==> src/rtl/fetch_sequencer.sv <==
// fetch_sequencer: owns the program counter, issues single-cycle fetch
// requests, captures the returned word one cycle after completion and
// presents it to decode over a valid/ready handshake. Branch redirects
// squash in-flight or held words; a fetch that never completes trips a
// sticky fault that only reset clears.
module fetch_sequencer #(
  parameter logic [31:0] RESET_PC      = 32'h0000_0000,
  parameter int unsigned PC_STEP       = 4,
  parameter int unsigned FETCH_TIMEOUT = 255
) (
  input  logic        clk,
  input  logic        reset,
  input  logic        i_run,
  output logic        o_fetch_enable,
  output logic [31:0] o_fetch_pc,
  input  logic [31:0] i_fetch_instruction,
  input  logic        i_fetch_completed,
  output logic        o_ir_valid,
  output logic [31:0] o_ir,
  output logic [31:0] o_ir_pc,
  input  logic        i_ir_ready,
  input  logic        i_branch_valid,
  input  logic [31:0] i_branch_target,
  output logic        o_busy,
  output logic        o_fault
);

  typedef enum logic [2:0] {
    ST_IDLE    = 3'd0,
    ST_ISSUE   = 3'd1,
    ST_WAIT    = 3'd2,
    ST_CAPTURE = 3'd3,
    ST_HOLD    = 3'd4,
    ST_FAULT   = 3'd5
  } state_t;

  // The counter holds the number of WAIT cycles already spent, so the last
  // allowed WAIT cycle is the one where it reads FETCH_TIMEOUT-1.
  localparam logic [15:0] WAIT_LAST = 16'(FETCH_TIMEOUT - 1);
  localparam logic [31:0] PC_INC    = 32'(PC_STEP);

  state_t      state_q, state_d;
  logic [31:0] pc_q, pc_d;
  logic        flush_q, flush_d;
  logic [15:0] wait_cnt_q, wait_cnt_d;
  logic        fetch_enable_q, fetch_enable_d;
  logic [31:0] fetch_pc_q, fetch_pc_d;
  logic [31:0] ir_q, ir_d;
  logic [31:0] ir_pc_q, ir_pc_d;
  logic        ir_valid_q, ir_valid_d;
  logic        fault_q, fault_d;
  logic        deliver;

  // State and datapath registers; reset abandons any transaction in flight.
  always_ff @(posedge clk or negedge reset) begin
    if (!reset) begin
      state_q        <= ST_IDLE;
      pc_q           <= RESET_PC;
      flush_q        <= 1'b0;
      wait_cnt_q     <= '0;
      fetch_enable_q <= 1'b0;
      fetch_pc_q     <= RESET_PC;
      ir_q           <= '0;
      ir_pc_q        <= '0;
      ir_valid_q     <= 1'b0;
      fault_q        <= 1'b0;
    end else begin
      state_q        <= state_d;
      pc_q           <= pc_d;
      flush_q        <= flush_d;
      wait_cnt_q     <= wait_cnt_d;
      fetch_enable_q <= fetch_enable_d;
      fetch_pc_q     <= fetch_pc_d;
      ir_q           <= ir_d;
      ir_pc_q        <= ir_pc_d;
      ir_valid_q     <= ir_valid_d;
      fault_q        <= fault_d;
    end
  end

  // Next state, PC, flush flag and WAIT counter; a branch target overrides any increment.
  always_comb begin
    state_d    = state_q;
    pc_d       = pc_q;
    flush_d    = flush_q;
    wait_cnt_d = wait_cnt_q;
    case (state_q)
      ST_IDLE: begin
        if (i_run) state_d = ST_ISSUE;
      end
      ST_ISSUE: begin
        state_d    = ST_WAIT;
        wait_cnt_d = '0;
      end
      ST_WAIT: begin
        if (i_fetch_completed) begin
          state_d    = ST_CAPTURE;
          wait_cnt_d = '0;
        end else if (wait_cnt_q == WAIT_LAST) begin
          state_d    = ST_FAULT;
        end else begin
          wait_cnt_d = wait_cnt_q + 16'd1;
        end
      end
      ST_CAPTURE: begin
        if (flush_q || i_branch_valid) begin
          // Word belongs to a stale path: drop it and refetch from pc.
          flush_d = 1'b0;
          state_d = ST_ISSUE;
        end else begin
          pc_d    = pc_q + PC_INC;
          state_d = ST_HOLD;
        end
      end
      ST_HOLD: begin
        if (i_ir_ready || i_branch_valid) state_d = i_run ? ST_ISSUE : ST_IDLE;
      end
      ST_FAULT: begin
        state_d = ST_FAULT;
      end
      default: begin
        state_d = ST_IDLE;
      end
    endcase

    if (i_branch_valid && (state_q != ST_FAULT)) begin
      pc_d = i_branch_target;
      // The bus cycle already started cannot be aborted, so mark its word stale.
      if ((state_q == ST_ISSUE) || (state_q == ST_WAIT)) flush_d = 1'b1;
    end
  end

  // Registered output values and the decoded busy flag.
  always_comb begin
    deliver        = (state_q == ST_CAPTURE) && (state_d == ST_HOLD);
    fetch_enable_d = (state_d == ST_ISSUE);
    fetch_pc_d     = (state_d == ST_ISSUE) ? pc_d : fetch_pc_q;
    ir_d           = deliver ? i_fetch_instruction : ir_q;
    ir_pc_d        = deliver ? pc_q : ir_pc_q;
    ir_valid_d     = (state_d == ST_HOLD);
    fault_d        = fault_q || (state_d == ST_FAULT);
    o_busy         = (state_q != ST_IDLE) && (state_q != ST_FAULT);
  end

  assign o_fetch_enable = fetch_enable_q;
  assign o_fetch_pc     = fetch_pc_q;
  assign o_ir           = ir_q;
  assign o_ir_pc        = ir_pc_q;
  assign o_ir_valid     = ir_valid_q;
  assign o_fault        = fault_q;

endmodule

==> config.mk <==
export PLATFORM = sky130hd
export DESIGN_NAME = fetch_sequencer
export DESIGN_NICKNAME = d
export VERILOG_FILES = /design/src/rtl/fetch_sequencer.sv
export SDC_FILE = /design/constraint.sdc
export NUM_CORES = 1
export LEC_CHECK = 0
export ABC_AREA = 1
export CORE_MARGIN = 4
export CORE_UTILIZATION = 68
export CTS_CLUSTER_SIZE = 14
export DETAILED_ROUTE_END_ITERATION = 6
export DONT_BUFFER_PORTS = 1
export GPL_ROUTABILITY_DRIVEN = 0
export PLACE_DENSITY = 0.84
export SYNTH_ARGS = -nofsm -noshare
export SYNTH_HDL_FRONTEND = slang
export SYNTH_SLANG_ARGS = --single-unit
==> constraint.sdc <==
create_clock -name clk -period 2.55 [get_ports clk]
set_clock_uncertainty 0.05 [all_clocks]
set_input_delay 0.3825 -clock clk [delete_from_list [all_inputs] [get_ports clk]]
set_output_delay 0.3825 -clock clk [all_outputs]
set_load 0.005 [all_outputs]
==> metrics.yaml <==
status: "finished with violations"
violations: "hold timing"
synth_top_family_by_area: "simple AND/OR/NAND/NOR gates"
synth_area_mm2: 0.006995
synth.distinct_cells: 41
detail_route.wl_per_cell_um: 18.41
crit_required_ps: 2950
fin_crit_ps: 2258
drc_errors: 0
syn_area_per_cell_um2: 8.134
die_h_um: 109.4
hold_class: "in -> async"
drt_pass1_iterations: 5
start_util: 0.7059
r2r_end: "o_fetch_pc[4]$_DFFE_PN0N_"
viasPerCell: 5.840
synth_top_area_share: 0.5402
fmax_ghz: 0.4428
rsz0062_at_grt: "no"
dp_hpwl_mm: 12.12
synthFlopType: "dfrtp_1"
cp-end-kind: "register"
p_per_area_mw_per_mm2: 1056
synth.mux.area_fraction: 0
clkLatencyLatePin_ps: 520
finalHoldViolCount: 151
path_class: "reg -> reg"
antenna_found_initial: 0
ff2ff_path_depth: 8
yosysMostFrequentCell: "nand2_1"
grt_max_degree: 152
cts-buffers-inserted: 17
min_period_over_period: 0.8856
crit_fanout: 28
rrSetupSlack_ps: 290
dr.first_iter.drc_count: 764
drv_slew: 0
total_power_mw: 8.627
fin_ws_ps: 291.6
coreArea_mm2: 0.009910
wl_mm: 19.46
hold_buffers: 55
nets: 985
arrival_ps: 2660
io_pins: 170
synth_nets: 933
pre_cts_slack_ps: 468.9
path_clk_slew_ps: 60
fin_tns_setup_ps: 0
yosys.area.top_type: "dfrtp_1"
synth-xor-area-share: 0.01127
cts_tree: "yes"
cts-root-buf: "clkbuf_8"
grt_pass1_vias: 6150
hold_ws_ps: -494.2
htree_levels: 4
ys_top_cells_by_area: "dfrtp_1 54%, nand2_1 20%, inv_1 3.2%"
worst_slew_pin_slew_ps: 898.6
grt.total_usage: 0.3368
slew_headroom: 0.4003
synth_edf_count: 0
synth_compound_area_frac: 0.06797
worst_ir_drop_vdd_v: 0.0006404
crit_path_start_kind: "register"
cap_violations: 0
n_antenna_cell: 0
grt_overflow: 0
postCtsSetupBuffers: 0
r2r-start: "state_q[2]$_DFF_PN0_"
placed_area_mm2: 0.007036
yosys_warnings: 0
cts_resized: 0
clk_path_buf_depth: 2
drtAntennaViolNets: 0
ys_top_cells_by_count: "377 x nand2_1, 151 x dfrtp_1, 60 x inv_1"
grt_pass1_wl_mm: 30.91
ys_seq_area_frac: 0.5402
die-area_mm2: 0.01197
setup-violations-final: 0
power.leakage_nw: 4.106
synth-seq-cells: 151
area_delta_synth_final_pct: 16.76
num_rows: 36
die_x_um: 109.4
design_area_mm2: 0.008168
synthSimpleGateAreaFrac: 0.3130
vias: 6173
portBuffers: 0
numClockSinks: 151
synth_fa_ha_area_frac: 0.005366
drive_gt1_frac: 0.08225
synth_cells: 860
synth-async-reset-ratio: 1.000
-- layout by cell type, fill, tap and decap left out, types with 2 or more instances in the layout --
master         instances
dlygate4sd3_1         55
dfrtp_1              151
inv_2                  2
nor2_2                 5
o21bai_1               6
inv_1                 60
o21ai_1                3
xor2_1                 6
clkinv_2               3
inv_6                  2
nand3_1               45
o21ai_0               41
buf_4                  9
nand4_1               15
or2_2                  6
clkbuf_8               6
o21a_1                 2
bufinv_16              2
clkbuf_1               2
nor2_4                 2
nand2_1              377
ha_1                   3
nor2_1                37
nand2_2               16
xnor2_1                3
a21boi_0               8
clkbuf_16             16
nor3_1                10
a21oi_1               16
nand3_2                2
-- where the power goes --
group | internal (mW) | switching (mW)
Combinational | 0.752 | 1.43
Sequential | 3.22 | 0.784
Clock | 1.52 | 0.925
Total | 5.48 | 3.14
-- final cells by class --
| class | count | area [um^2] |
|---|---|---|
| tap | 133 | 166.4 |
| inverter | 63 | 241.5 |
| clock inverter | 7 | 91.34 |
| fill | 586 | 1742 |
| sequential | 151 | 3779 |
| timing repair buffer | 64 | 618.1 |
| multi-input combinational | 615 | 2781 |
| clock buffer | 24 | 490.5 |
-- sequential cells by signal, indices dropped and copies added (netlist names) --
name,count
o_ir,32
pc_q,32
wait_cnt_q,16
o_ir_pc,32
o_fetch_enable,1
flush_q,1
o_fetch_pc,32
o_fault,1
o_ir_valid,1
state_q,3
-- metrics by stage --
stage,util,instances
5_1_grt,0.8242,1057
3_3_place_gp,0.7100,971
3_5_place_dp,0.7100,971
2_1_floorplan,-,860
4_1_cts,0.8242,1057
6_report,0.8242,1057
-- logic make-up (layout without fill, tap and decap cells) --
kind of cell	after synthesis	in the layout
compound gates	83	83
simple gates	520	520
fa+ha+maj	3	3
xor+xnor	9	9
buf+inv	94	158
flops	151	151
-- worst max-delay path by stage --
stage | start | endpoint | slack [ps] | depth (start not counted)
4_1_cts | wait_cnt_q[0]$_DFFE_PN0P_ | o_fetch_pc[28]$_DFFE_PN0N_ | 370 | 13
3_5_place_dp | wait_cnt_q[0]$_DFFE_PN0P_ | o_fetch_pc[28]$_DFFE_PN0N_ | 470 | 13
3_3_place_gp | wait_cnt_q[0]$_DFFE_PN0P_ | o_fetch_pc[29]$_DFFE_PN0N_ | 570 | 13
6_report | state_q[2]$_DFF_PN0_ | o_fetch_pc[4]$_DFFE_PN0N_ | 290 | 8
5_1_grt | wait_cnt_q[0]$_DFFE_PN0P_ | o_fetch_pc[26]$_DFFE_PN0N_ | 120 | 13
2_1_floorplan | wait_cnt_q[0]$_DFFE_PN0P_ | o_fetch_pc[30]$_DFFE_PN0N_ | 790 | 14
-- routing by layer --
metal	wire length, um	track usage	vias to the layer above
li1	-	-	2810
met1	7339	0.4210	2872
met2	8913	0.5218	421
met3	2556	0.1309	70
met4	647	0.1505	0
met5	0	0	-
-- worst max-delay path, stage by stage (launching register included) --
cell and delay, ps:
dfrtp_1 450, nand3_1 190, nand2_1 100, inv_1 670, buf_4 310, nand2_1 80
o21ai_0 120, nand2_1 120, nand2_1 100
(Power assumes the default switching activity.)
